**config.mk**
```make
export PLATFORM = sky130hd
export DESIGN_NAME = hex_write_arbiter
export DESIGN_NICKNAME = d
export VERILOG_FILES = /design/src/rtl/hex_arb_pkg.sv /design/src/rtl/rr_pick.sv /design/src/rtl/hex_write_arbiter.sv
export SDC_FILE = /design/constraint.sdc
export NUM_CORES = 1
export LEC_CHECK = 0
export BUFFER_PORTS_ARGS = -buffer_cell sky130_fd_sc_hd__clkbuf_2
export CORE_UTILIZATION = 31
export CTS_CLUSTER_SIZE = 16
export DETAILED_ROUTE_END_ITERATION = 12
export PLACE_DENSITY = 0.62
export SYNTH_ARGS = -nofsm -noshare
export SYNTH_HDL_FRONTEND = slang
export SYNTH_HIERARCHICAL = 1
export SYNTH_SLANG_ARGS = --single-unit
```
**constraint.sdc**
```tcl
create_clock -name CLOCK_50 -period 2 [get_ports CLOCK_50]
set_input_delay 0.2 -clock CLOCK_50 [delete_from_list [all_inputs] [get_ports CLOCK_50]]
set_output_delay 0.2 -clock CLOCK_50 [all_outputs]
set_load 0.1 [all_outputs]
```
**src/rtl/hex_arb_pkg.sv**
```systemverilog
// Shared types and constants for the HEX display write arbiter.
package hex_arb_pkg;

   typedef logic [2:0] hex_idx_t;
   typedef logic [6:0] seg_t;

   typedef enum logic [1:0] {
      IDLE,
      GRANT,
      ACK
   } arb_state_t;

   localparam seg_t HEX_OFF = 7'h7F;
   localparam int   NUM_HEX = 6;

endpackage

```
**src/rtl/rr_pick.sv**
```systemverilog
// Combinational round-robin picker: searches from ptr+1 (mod N_REQ) upward
// and reports the first requester whose req bit is set.
module rr_pick #(
   parameter int N_REQ = 4,
   parameter int IDX_W = (N_REQ > 1) ? $clog2(N_REQ) : 1
) (
   input  logic [N_REQ-1:0] req,
   input  logic [IDX_W-1:0] ptr,
   output logic             valid,
   output logic [IDX_W-1:0] idx
);

   // walk the rotated priority order once; the first hit wins
   always_comb begin
      int cand;
      valid = 1'b0;
      idx   = '0;
      for (int k = 1; k <= N_REQ; k++) begin
         cand = int'(ptr) + k;
         if (cand >= N_REQ) cand = cand - N_REQ;
         if (!valid && req[cand]) begin
            valid = 1'b1;
            idx   = cand[IDX_W-1:0];
         end
      end
   end

endmodule

```
**src/rtl/hex_write_arbiter.sv**
```systemverilog
// Round-robin arbiter that serialises single-display writes from N_REQ
// clients into the six HEX display registers (active-low segments).
// Optional blinking is compiled in with the HEX_ARB_BLINK_EN macro.
module hex_write_arbiter
   import hex_arb_pkg::*;
#(
   parameter int N_REQ     = 4,
   parameter int BLINK_DIV = 25_000_000
) (
   input  logic               CLOCK_50,
   input  logic               reset,
   input  logic [N_REQ-1:0]   req,
   input  logic [3*N_REQ-1:0] req_addr,
   input  logic [7*N_REQ-1:0] req_data,
   input  logic [N_REQ-1:0]   req_blink,
   output logic [N_REQ-1:0]   ack,
   output logic               err,
   output logic               busy,
   output seg_t               HEX0,
   output seg_t               HEX1,
   output seg_t               HEX2,
   output seg_t               HEX3,
   output seg_t               HEX4,
   output seg_t               HEX5
);

   localparam int IDX_W = (N_REQ > 1) ? $clog2(N_REQ) : 1;

   arb_state_t       state;
   logic [IDX_W-1:0] ptr;
   logic [IDX_W-1:0] gnt_idx;
   logic             pick_vld;
   logic [IDX_W-1:0] pick_idx;
   hex_idx_t         lat_addr;
   seg_t             lat_data;
   logic             lat_blink;
   seg_t             hex_reg [NUM_HEX];
   seg_t             hex_out [NUM_HEX];

   rr_pick #(
      .N_REQ (N_REQ),
      .IDX_W (IDX_W)
   ) u_pick (
      .req   (req),
      .ptr   (ptr),
      .valid (pick_vld),
      .idx   (pick_idx)
   );

   // capture the winner's write while leaving IDLE; these are pure data
   // holding registers, so they carry no reset
   always_ff @(posedge CLOCK_50) begin
      if (state == IDLE && pick_vld) begin
         lat_addr  <= req_addr[int'(pick_idx)*3 +: 3];
         lat_data  <= req_data[int'(pick_idx)*7 +: 7];
         lat_blink <= req_blink[pick_idx];
      end
   end

   // control FSM: IDLE picks, GRANT commits the write, ACK pulses completion
   always_ff @(posedge CLOCK_50) begin
      if (reset) begin
         state   <= IDLE;
         ptr     <= IDX_W'(N_REQ - 1);
         gnt_idx <= '0;
         ack     <= '0;
         err     <= 1'b0;
         busy    <= 1'b0;
         for (int h = 0; h < NUM_HEX; h++) hex_reg[h] <= HEX_OFF;
      end else begin
         case (state)
            IDLE: begin
               ack <= '0;
               err <= 1'b0;
               if (pick_vld) begin
                  gnt_idx <= pick_idx;
                  busy    <= 1'b1;
                  state   <= GRANT;
               end
            end
            GRANT: begin
               // indices 6 and 7 address no display: flag instead of writing
               for (int h = 0; h < NUM_HEX; h++)
                  if (lat_addr == hex_idx_t'(h)) hex_reg[h] <= lat_data;
               err   <= (lat_addr >= hex_idx_t'(NUM_HEX));
               ack   <= {{(N_REQ-1){1'b0}}, 1'b1} << gnt_idx;
               state <= ACK;
            end
            ACK: begin
               ack   <= '0;
               err   <= 1'b0;
               ptr   <= gnt_idx;
               busy  <= 1'b0;
               state <= IDLE;
            end
            default: begin
               ack   <= '0;
               err   <= 1'b0;
               busy  <= 1'b0;
               state <= IDLE;
            end
         endcase
      end
   end

`ifdef HEX_ARB_BLINK_EN
   localparam int CNT_W = (BLINK_DIV > 1) ? $clog2(BLINK_DIV) : 1;

   logic [NUM_HEX-1:0] blink_bits;
   logic [CNT_W-1:0]   blink_cnt;
   logic               blink_phase;

   // free-running half-period counter; phase flips on every wrap
   always_ff @(posedge CLOCK_50) begin
      if (reset) begin
         blink_cnt   <= '0;
         blink_phase <= 1'b0;
      end else if (blink_cnt == CNT_W'(BLINK_DIV - 1)) begin
         blink_cnt   <= '0;
         blink_phase <= ~blink_phase;
      end else begin
         blink_cnt   <= blink_cnt + 1'b1;
      end
   end

   // every valid write also refreshes that display's blink enable
   always_ff @(posedge CLOCK_50) begin
      if (reset) begin
         blink_bits <= '0;
      end else if (state == GRANT) begin
         for (int h = 0; h < NUM_HEX; h++)
            if (lat_addr == hex_idx_t'(h)) blink_bits[h] <= lat_blink;
      end
   end

   // blinking displays go dark during the odd phase
   always_comb begin
      for (int h = 0; h < NUM_HEX; h++)
         hex_out[h] = (blink_bits[h] && blink_phase) ? HEX_OFF : hex_reg[h];
   end
`else
   logic unused_blink;
   assign unused_blink = lat_blink;

   // without blinking the displays show their registers directly
   always_comb begin
      for (int h = 0; h < NUM_HEX; h++) hex_out[h] = hex_reg[h];
   end
`endif

   assign HEX0 = hex_out[0];
   assign HEX1 = hex_out[1];
   assign HEX2 = hex_out[2];
   assign HEX3 = hex_out[3];
   assign HEX4 = hex_out[4];
   assign HEX5 = hex_out[5];

endmodule
```
; Word level (Yosys, flattened, before mapping)
; Memories as Yosys holds them, arrays and structs flattened.
; Index checks and enable logic that the tools add are counted.
[classes]
add_sub_neg = 8
mul = 2
n_lt_le_gt_ge = 9
n_eq_ne = 8
shifts = 3
n_mux = 60
bitwise_logic = 7
n_reduce_logical = 12
[ops]
columns = cell, count
row1 = $ge 32x4->1 const B, 4
row2 = $lt 32x4->1 const B, 4
row3 = $mux 32, 4
row4 = $sub 32x4->32 const B, 4
row5 = $mux 7, 6
row6 = $mux 1, 39
row7 = $shiftx 28x6->7, 1
row8 = $shiftx 12x5->3, 1
row9 = $mux 2, 5
row10 = $bmux 1 s2, 4
row11 = $add 2x2->3 const B, 2
row12 = $eq 3x2->1 const B, 2
row13 = $eq 3x3->1 const B, 2
row14 = $or 1x1->1, 6
row15 = $mul 2x3->5 const B, 1
row16 = $add 2x3->4 const B, 1
row17 = $logic_and 1x1->1, 4
row18 = $mul 2x2->4 const B, 1
row19 = $pmux 2 s2, 1
row20 = $reduce_and 2->1, 2
row21 = $shl 1x2->4 const A, 1
row22 = $add 2x1->3 const B, 1
row23 = $eq 3x1->1 const B, 1
row24 = $ge 3x3->1 const B, 1
row25 = other kinds (9), 11
[word_totals]
reg_bits = 22
ramBits = 42
out_inout_bits = 48
word_cells = 118
mem_count = 1
[memory_table]
columns = name, depth, word_bits, rd, rd_ports_with_merged_regs, wr, line
row1 = hex_reg, 6, 7, 6, 0, 6, hex_write_arbiter.sv:37  ; seg_t hex_reg [NUM_HEX];

; Depth between registers and ports, before layout
; Gate-level depths: netlist (run 1).
[logic_depth]
word_depth = 18
depth_mapped = 6
depth_no_buf = 5

; By module
; Netlist (run 1), hierarchy kept.
[by_module_without_submodules]
columns = module, n_inst, cells_each, area_each_um2, seq_area_each_um2
row1 = hex_write_arbiter, 1, 167, 2706.3, 1801.7
row2 = rr_pick, 1, 14, 91.3, 0.0

; Worst setup path after synthesis (run 1)
; Ideal clock, no wire load.
[synth_timing]
kind = reg2reg
from = register state[1]
to = register lat_addr[0], enable pin
arrival_time_ns = 1.486
t_required_ns = 1.596
setup_slack_ns = 0.111
path_stages_with_launch = 3
path_buffers = 1
path_cell_list = dfxtp_1 -> buf_6 -> nor3b_1
[synth_between]
elab_chain_len = 2
[synth_rtl]
columns = item, line
row1 = "start, declared", hex_write_arbiter.sv:29  ; arb_state_t state;
row2 = "start signal, assigned", hex_write_arbiter.sv:63  ; state <= IDLE;
row3 = "start signal, assigned", hex_write_arbiter.sv:78  ; state <= GRANT;
row4 = "start signal, assigned", hex_write_arbiter.sv:87  ; state <= ACK;
row5 = $logic_not 2->1, hex_write_arbiter.sv:53  ; if (state == IDLE && pick_vld) begin
row6 = $logic_and 1x1->1, hex_write_arbiter.sv:53
row7 = "end signal, assigned", hex_write_arbiter.sv:54  ; lat_addr <= req_addr[int'(pick_idx)*3 +: 3];
row8 = "end, declared", hex_write_arbiter.sv:34  ; hex_idx_t lat_addr;
; No other way between the ends.
; A chain may end at the register's enable or synchronous reset.

; Final worst setup path (run 1)
[layout_timing]
from = register ptr[1]
to = register lat_addr[1], data pin
[layout_between]
elab_chain_len = 18
word_cells_on_any_way = 43
cone_classes = 8 x add/sub / 1 x mul / 4 x order compare / 1 x shift / 23 x mux / 6 x reduce/logical
[layout_rtl]
columns = item, line
row1 = "start, declared", hex_write_arbiter.sv:30  ; logic [IDX_W-1:0] ptr;
row2 = "start signal, assigned", hex_write_arbiter.sv:64  ; ptr <= IDX_W'(N_REQ - 1);
row3 = "start signal, assigned", hex_write_arbiter.sv:92  ; ptr <= gnt_idx;
row4 = $add 2x1->3, rr_pick.sv:19  ; cand = int'(ptr) + k;
row5 = $sub 32x4->32 or $ge 32x4->1 (tied branches), rr_pick.sv:20  ; if (cand >= N_REQ) cand = cand - N_REQ;
row6 = $mux 32, rr_pick.sv:20
row7 = $bmux 1 s2, rr_pick.sv:21  ; if (!valid && req[cand]) begin
row8 = $mux 1 (not written as such) (2 in a row), rr_pick.sv:21
row9 = $mux 1, rr_pick.sv:21
row10 = $logic_not 1->1, rr_pick.sv:21
row11 = $logic_and 1x1->1, rr_pick.sv:21
row12 = [... 2 more ...], n/a
row13 = $logic_and 1x1->1, rr_pick.sv:21
row14 = $mux 1, rr_pick.sv:21
row15 = $logic_not 1->1, rr_pick.sv:21
row16 = $logic_and 1x1->1, rr_pick.sv:21
row17 = $mux 2 (*), rr_pick.sv:21
row18 = via pick_idx[0], hex_write_arbiter.sv:33  ; logic [IDX_W-1:0] pick_idx;
row19 = $mul 2x2->4 (*), hex_write_arbiter.sv:54
row20 = $shiftx 12x5->3 (*), hex_write_arbiter.sv:54
; Mark *: on every way through the listed nets, which the timed path passes. The rest lies on a longest branch. The select of a mux whose other input is x is not followed.

==> results.tsv, run 1 <==
metric	value	unit
status	finished, final reports clean	
GRT Util Overall	0.138	
metal3 WL	347	um
Residual DRC	0	
Wirelength per Cell	15.0	um
post-synth cell types	35	
number of global-route vias before repair	1899	
Core Area	8720	um2
Vias	1876	
worst vdd ir	0.363	mV
P_leak	1.33	nW
Die H	97	um
clk_lat worst skew	0.34	ns
ranking of synthesized cells by area	edfxtp_1 56%, nand3b_1 9.9%, dfxtp_1 8.6%, mux4_2 8.1%, or4_1 1.9%	
first-pass GRT wire length	9880	um
worst r2r path cells	5	
cell taking the most area after synthesis	edfxtp_1	
Power Density	917	nW/um2
Synth top cells by count	52 x edfxtp_1, 37 x nand3b_1, 12 x dfxtp_1	
number of synthesized flops with an enable pin	52	
Post-synth ARST share	0	
Reg-to-Reg Start	ptr[1]$_SDFFE_PP1N_	
Tcrit/Tclk final	0.925	
nets@finish	335	
Worst R2R Setup Slack	0.15	ns
final WL	5970	um
HPWL after DPL	4300	um
CTS tree	yes	
Cell Area, Synth	2800	um2
sequential share of the synthesized area	0.644	
TritonCTS Buffers	9	
GPL Wtd Cong	0.762	
Clock transition at path regs	0.07	ns
first-iteration detailed-routing DRC count	78	
pin count of the biggest net entering global routing	22	
crit path kind	flip-flop to flip-flop	
WHS	0.255	ns
critical path endpoint	lat_addr[1]$_DFFE_PP_	
remaining global-route overflow	0	
ys flop type	edfxtp_1	
Setup Buffers After CTS	0	
final hold violation count	0	
R2R Path End	lat_addr[1]$_DFFE_PP_	
slowest cell on the critical path	mux4_2	
share of cells above drive strength 1	0.462	
Inserted Diodes	0	
top layer in use	met4	
die area	9410	um2
CTS root buffer	clkbuf_8	
crit path time final	1.85	ns
I/O pin count	98	
CTS resizes	0	
Pre-antenna DRT Iters	4	
CP peak stage delay	0.52	ns
maximum clock insertion buffer count	2	
synth-to-layout area growth	31.4	%
crit path from	ptr[1]$_SDFFE_PP1N_	
endpoint class of the critical path	flip-flop	
Crit path arrival time	1.91	ns
Synthesized Nets	231	
H-Tree Level Count	3	
Yosys reg bits	64	
Cell Chain, Critical Path	nand2b_1 -> a21oi_2 -> o221ai_2 -> buf_12 -> mux4_2	
Layout Skew	0.00950	ns
initial antenna violation count	0	
Hold Crit Class	primary input to flip-flop	
die width	97	um
remaining antenna violation count	0	
Crit path required time	2.06	ns
worst-margin pin slew	0.552	ns
WL met1	2620	um
IO buf count	93	
Worst Path Max Fanout	10	
Initial Utilization	0.321	
post-route setup TNS	0	ns
Post-Route Utilization	0.422	
Rel. slew slack	0.634	
# hold bufs at CTS	0	
RSZ-0062 raised after global routing	no	
max reg flops	42	
Final Setup Violations	0	
Final Slew Violations	0	
Synth Area per Inst	15.5	um2
CP startpoint kind	flip-flop	
max_cap viols	0	
area share of the leading cell type in the synthesized netlist	0.558	
Max Clk Rate	0.541	GHz
synth warn	6	
Mapped Cells	181	
WL met2	2930	um
most common cell in the netlist	edfxtp_1	
num rows	34	
drt via density	4.71	
clock sinks	64	
==> cell type report <==
class                      instances  area (um2)
clock buffer                      12         135
inverter                           5        18.8
tap                              108         135
fill                             818        5040
clock inverter                     4        93.8
multi-input combinational        100         923
sequential                        64        1800
timing repair buffer             105         568
==> kinds of logic after synthesis <==
kind of cell           count (synthesis)  synth area share
DFF                                   64             0.644
buffers and inverters                 17            0.0300
muxes                                 13            0.0912
AOI/OAI and AO/OA                     14            0.0385
and+or+nand+nor                       73             0.196
==> worst max-delay path: cells and delay by family, from the launching register on <==
family / cells / cell delay [ns]
multiplexers: 1 / 0.52
flip-flops: 1 / 0.43
AO/OA/AOI/OAI: 2 / 0.29
buffers and inverters: 1 / 0.19
AND/OR/NAND/NOR: 1 / 0.15
==> metrics by stage <==
stage	instances	total power [mW]	instance area, um2	setup WS [ns]
after detailed placement	382	2.12	3450	0.155
final	398	3.37	3680	0.150
after CTS	398	3.41	3680	0.143
after global placement	382	2.10	3450	0.174
after floorplan	181	1.93	2800	0.111
after global routing	398	3.51	3680	0.0619
==> report_power, final <==
| part | internal [mW] | switching, mW | leakage, nW |
|---|---|---|---|
| Combinational | 0.206 | 0.266 | 0.732 |
| Sequential | 1.52 | 0.0932 | 0.488 |
| Clock | 0.826 | 0.462 | 0.112 |
| Total | 2.55 | 0.821 | 1.33 |
==> routing by layer <==
| layer | track usage | vias up |
|---|---|---|
| li1 | - | 910 |
| met1 | 0.168 | 884 |
| met2 | 0.233 | 74 |
| met3 | 0.0361 | 8 |
| met4 | 0.0528 | 0 |
| met5 | 0 | - |
==> how the worst min path moves through the flow <==
stage | from | to | slack [ns] | cells past startpoint
2_1_floorplan | reset | state[1]$_SDFFE_PP0P_ | 0.31 | 1
3_3_place_gp | busy$_SDFFE_PP0P_ | busy$_SDFFE_PP0P_ | 0.48 | 1
3_5_place_dp | busy$_SDFFE_PP0P_ | busy$_SDFFE_PP0P_ | 0.48 | 1
4_1_cts | req_data[4] | lat_data[4]$_DFFE_PP_ | 0.24 | 2
5_1_grt | req_data[4] | lat_data[4]$_DFFE_PP_ | 0.23 | 2
6_report | req_data[4] | lat_data[4]$_DFFE_PP_ | 0.25 | 2
==> cells in the final DEF (no fill, tap or decap), types with 4 or more instances in the layout <==
cell type,count
clkbuf_8,9
mux4_2,10
dfxtp_1,12
clkbuf_2,93
buf_4,11
or4_1,7
edfxtp_1,52
inv_1,5
nand2b_1,7
nor2_1,4
nand3b_1,37
a21o_1,5
Note: power is estimated with default switching activity, not from simulation.
==> run 2, diff against run 1 <==
--- a/config.mk
+++ b/config.mk
@@ -6,11 +6,10 @@
 export NUM_CORES = 1
 export LEC_CHECK = 0
 export BUFFER_PORTS_ARGS = -buffer_cell sky130_fd_sc_hd__clkbuf_2
-export CORE_UTILIZATION = 31
+export CORE_UTILIZATION = 49
 export CTS_CLUSTER_SIZE = 16
 export DETAILED_ROUTE_END_ITERATION = 12
-export PLACE_DENSITY = 0.62
+export PLACE_DENSITY = 0.87
 export SYNTH_ARGS = -nofsm -noshare
 export SYNTH_HDL_FRONTEND = slang
-export SYNTH_HIERARCHICAL = 1
 export SYNTH_SLANG_ARGS = --single-unit
==> run 2 against run 1 <==
Against the previous run: first-iteration DRC count down 19%; cell area down 5.3%; total power is 15% lower; utilization increased by 24 points; clock skew fell by 0.0021 ns; sequential share of layout area increased by 2.8 points; critical path depth is 1 lower; clock-buffer cell count is 2 lower; synthesized area fell by 1.7%; flip-flop and latch count stayed put; wire length shrank 17%; register-to-register slack better by 0.13 ns; critical path type unchanged; critical endpoint is now hex_reg[4][3]$_SDFFCE_PN1P_; highest routed layer unchanged.
==> results.tsv, run 2 <==
metric	value	unit	change
Reg-to-Reg Start	state[1]$_SDFFE_PP0P_		
clock network power share	0.303		-0.079
CTS tree	yes		
most common cell after layout, fill and taps aside	clkbuf_2		
first-iteration detailed-routing DRC count	63		-19%
Place WS	0.249	ns	+0.0939 ns
remaining antenna violation count	0		unchanged
number of global-route vias before repair	1787		-5.9%
worst vdd ir	0.391	mV	+7.8%
die width	76.9	um	-21%
number of synthesized flops with an enable pin	52		unchanged
drt via density	4.87		+3.4%
Max Clk Rate	0.581	GHz	+7.5%
Die H	76.9	um	-21%
Synthesized Nets	252		+9.1%
first-pass GRT wire length	8150	um	-18%
TritonCTS Buffers	9		unchanged
Inserted Diodes	0		unchanged
Yosys reg bits	64		unchanged
R2R Path End	hex_reg[4][3]$_SDFFCE_PN1P_		
Setup Buffers After CTS	0		unchanged
Hold Path Sink	lat_data[3]$_DFFE_PP_		
Layout Skew	0.00743	ns	-0.00206 ns
Hold Startpoint	req_data[3]		
Fill cells	414		-49%
Crit path required time	2.07	ns	about the same
NetSw	0.761	mW	-7.3%
Residual DRC	0		unchanged
Cell Int Power	2.10	mW	-18%
Buf/Inv on CP	0		-1
most frequent cells in the layout	93 x clkbuf_2, 52 x edfxtp_1, 33 x mux2i_1		
Pre-antenna DRT Iters	4		unchanged
P_leak	1.28	nW	-3.6%
CTS root buffer	clkbuf_8		
share of cells above drive strength 1	0.463		+0.000954
Wirelength per Cell	13.0	um	-13%
ys flop type	edfxtp_1		
CTS resizes	0		unchanged
sequential share of power	0.559		+0.081
Cell Area, Synth	2750	um2	-1.7%
worst r2r path cells	4		-1
num rows	26		-24%
GRT Util Overall	0.183		+0.0449
HPWL after DPL	3770	um	-12%
Synth Area per Inst	13.6	um2	-12%
max reg flops	42		unchanged
Tcrit/Tclk final	0.860		-0.0647
most common cell in the netlist	edfxtp_1		
critical path's top delay family	simple AND/OR/NAND/NOR gates		
CP peak stage delay	0.36	ns	-0.16 ns
status	finished, final reports clean		
Core Area	5270	um2	-40%
pin count of the biggest net entering global routing	22		unchanged
final hold violation count	0		unchanged
Final Slew Violations	0		unchanged
Initial Utilization	0.522		+0.201
CP startpoint kind	flip-flop		
hold path depth	3		+1
Hold Crit Class	primary input to flip-flop		
IO buf count	93		unchanged
Power Density	822	nW/um2	-10%
Clock transition at path regs	0.07	ns	about the same
initial antenna violation count	0		unchanged
total power	2.86	mW	-15%
clock sinks	64		unchanged
Final Setup Violations	0		unchanged
area share of the leading cell type in the synthesized netlist	0.568		+0.00965
nets@finish	356		+6.3%
area occupied by registers	1800	um2	unchanged
crit path time final	1.72	ns	-0.129 ns
# hold bufs at CTS	0		unchanged
Cell Chain, Critical Path	nand2b_1 -> nor3_1 -> nand2_1 -> or2_2		
synth warn	0		-6
Rel. slew slack	0.634		about the same
Vias	1857		-1.0%
endpoint class of the critical path	flip-flop		
maximum clock insertion buffer count	2		unchanged
sequential share of the synthesized area	0.655		+0.0111
fin worst setup slack	0.280	ns	+0.129 ns
crit path kind	flip-flop to flip-flop		
final WL	4970	um	-17%
WP depth	4		-1
Worst R2R Setup Slack	0.28	ns	+0.13 ns
remaining global-route overflow	0		unchanged
RSZ-0062 raised after global routing	no		
Synth top cells by count	52 x edfxtp_1, 33 x mux2i_1, 31 x or2_2		
post-route setup TNS	0	ns	unchanged
die area	5920	um2	-37%
worst-margin pin slew	0.552	ns	-0.0000484 ns
Crit path arrival time	1.79	ns	-0.12 ns
cell taking the most area after synthesis	edfxtp_1		
GPL Wtd Cong	0.748		-1.8%
H-Tree Level Count	3		unchanged
ranking of synthesized cells by area	edfxtp_1 57%, mux2i_1 12%, dfxtp_1 8.7%, or2_2 7.1%, nand2b_1 2.5%		
max_cap viols	0		unchanged
slowest cell on the critical path	nor3_1		
clk_lat worst skew	0.32	ns	-0.02 ns
I/O pin count	98		unchanged
Net Sw Frac	0.266		+0.0224
Post-synth ARST share	0		unchanged
Mapped Cells	202		+12%
Logic pwr share	0.138		-0.002
post-synth cell types	27		-23%
synth-to-layout area growth	26.5	%	
area of the multi-input gates	917	um2	-0.68%
Worst Path Max Fanout	7		-3
==> run 2: cell types whose count changed after synthesis, sizes merged, moves of 5 or more <==
cell | previous run | this run
or4 | 7 | 0
mux2i | 3 | 33
clkbuf | 6 | 1
nand2 | 1 | 15
or2 | 1 | 36
mux4 | 10 | 0
nand3b | 38 | 1
nor2 | 4 | 13
==> run 2: area by class of cell <==
cell class / count / share of cell area
sequential: 64 / 0.518
multi-input combinational: 131 / 0.264
timing repair buffer: 97 / 0.146
clock buffer: 10 / 0.0367
tap: 70 / 0.0252
clock inverter: 6 / 0.00755
inverter: 3 / 0.00324
==> run 2: worst max path at each step <==
| stage | start | endpoint | slack [ns] |
|---|---|---|---|
| global placement | req[0] | lat_addr[2]$_DFFE_PP_ | 0.29 |
| global route | state[1]$_SDFFE_PP0P_ | hex_reg[4][5]$_SDFFCE_PN1P_ | 0.16 |
| floorplan | state[1]$_SDFFE_PP0P_ | gnt_idx[1]$_SDFFE_PP0P_ | 0.26 |
| finish | state[1]$_SDFFE_PP0P_ | hex_reg[4][3]$_SDFFCE_PN1P_ | 0.28 |
| detailed placement | req[1] | lat_addr[0]$_DFFE_PP_ | 0.25 |
| CTS | ptr[1]$_SDFFE_PP1N_ | lat_addr[0]$_DFFE_PP_ | 0.28 |
==> run 2: power groups by stage <==
stage	sequential [mW]	clock, mW	combinational [mW]
floorplan	1.68	0	0.203
global placement	1.63	0	0.390
finish	1.60	0.866	0.395
detailed placement	1.63	0	0.398
global route	1.61	0.924	0.429
CTS	1.60	0.877	0.399
==> run 2: cell families after synthesis <==
logic type / count (synthesis) / share of synthesized area
AO/OA/AOI/OAI: 9 / 0.0259
buffers and inverters: 7 / 0.0155
flip-flops: 64 / 0.655
multiplexers: 33 / 0.120
AND/OR/NAND/NOR: 89 / 0.183
==> run 2: worst reg2reg max path: stages (launching register included) <==
cell,delay [ns]
dfxtp_1,0.35
nand2b_1,0.23
nor3_1,0.36
nand2_1,0.22
or2_2,0.32
==> run 2: metrics by stage <==
step                       util  area [um2]  instances  hold slack [ns]
after global placement    0.631        3330        365            0.477
after global routing      0.660        3480        381            0.243
final                     0.660        3480        381            0.240
after floorplan               -        2750        202            0.420
after detailed placement  0.631        3330        365            0.482
after CTS                 0.660        3480        381            0.235
==> run 2: metal layers <==
| layer | wire length [um] | GRT usage | vias up |
|---|---|---|---|
| met5 | 0 | 0 | - |
| met4 | 59 | 0.0827 | 0 |
| met3 | 296 | 0.0476 | 10 |
| met2 | 2540 | 0.318 | 85 |
| met1 | 2070 | 0.209 | 827 |
| li1 | - | - | 935 |
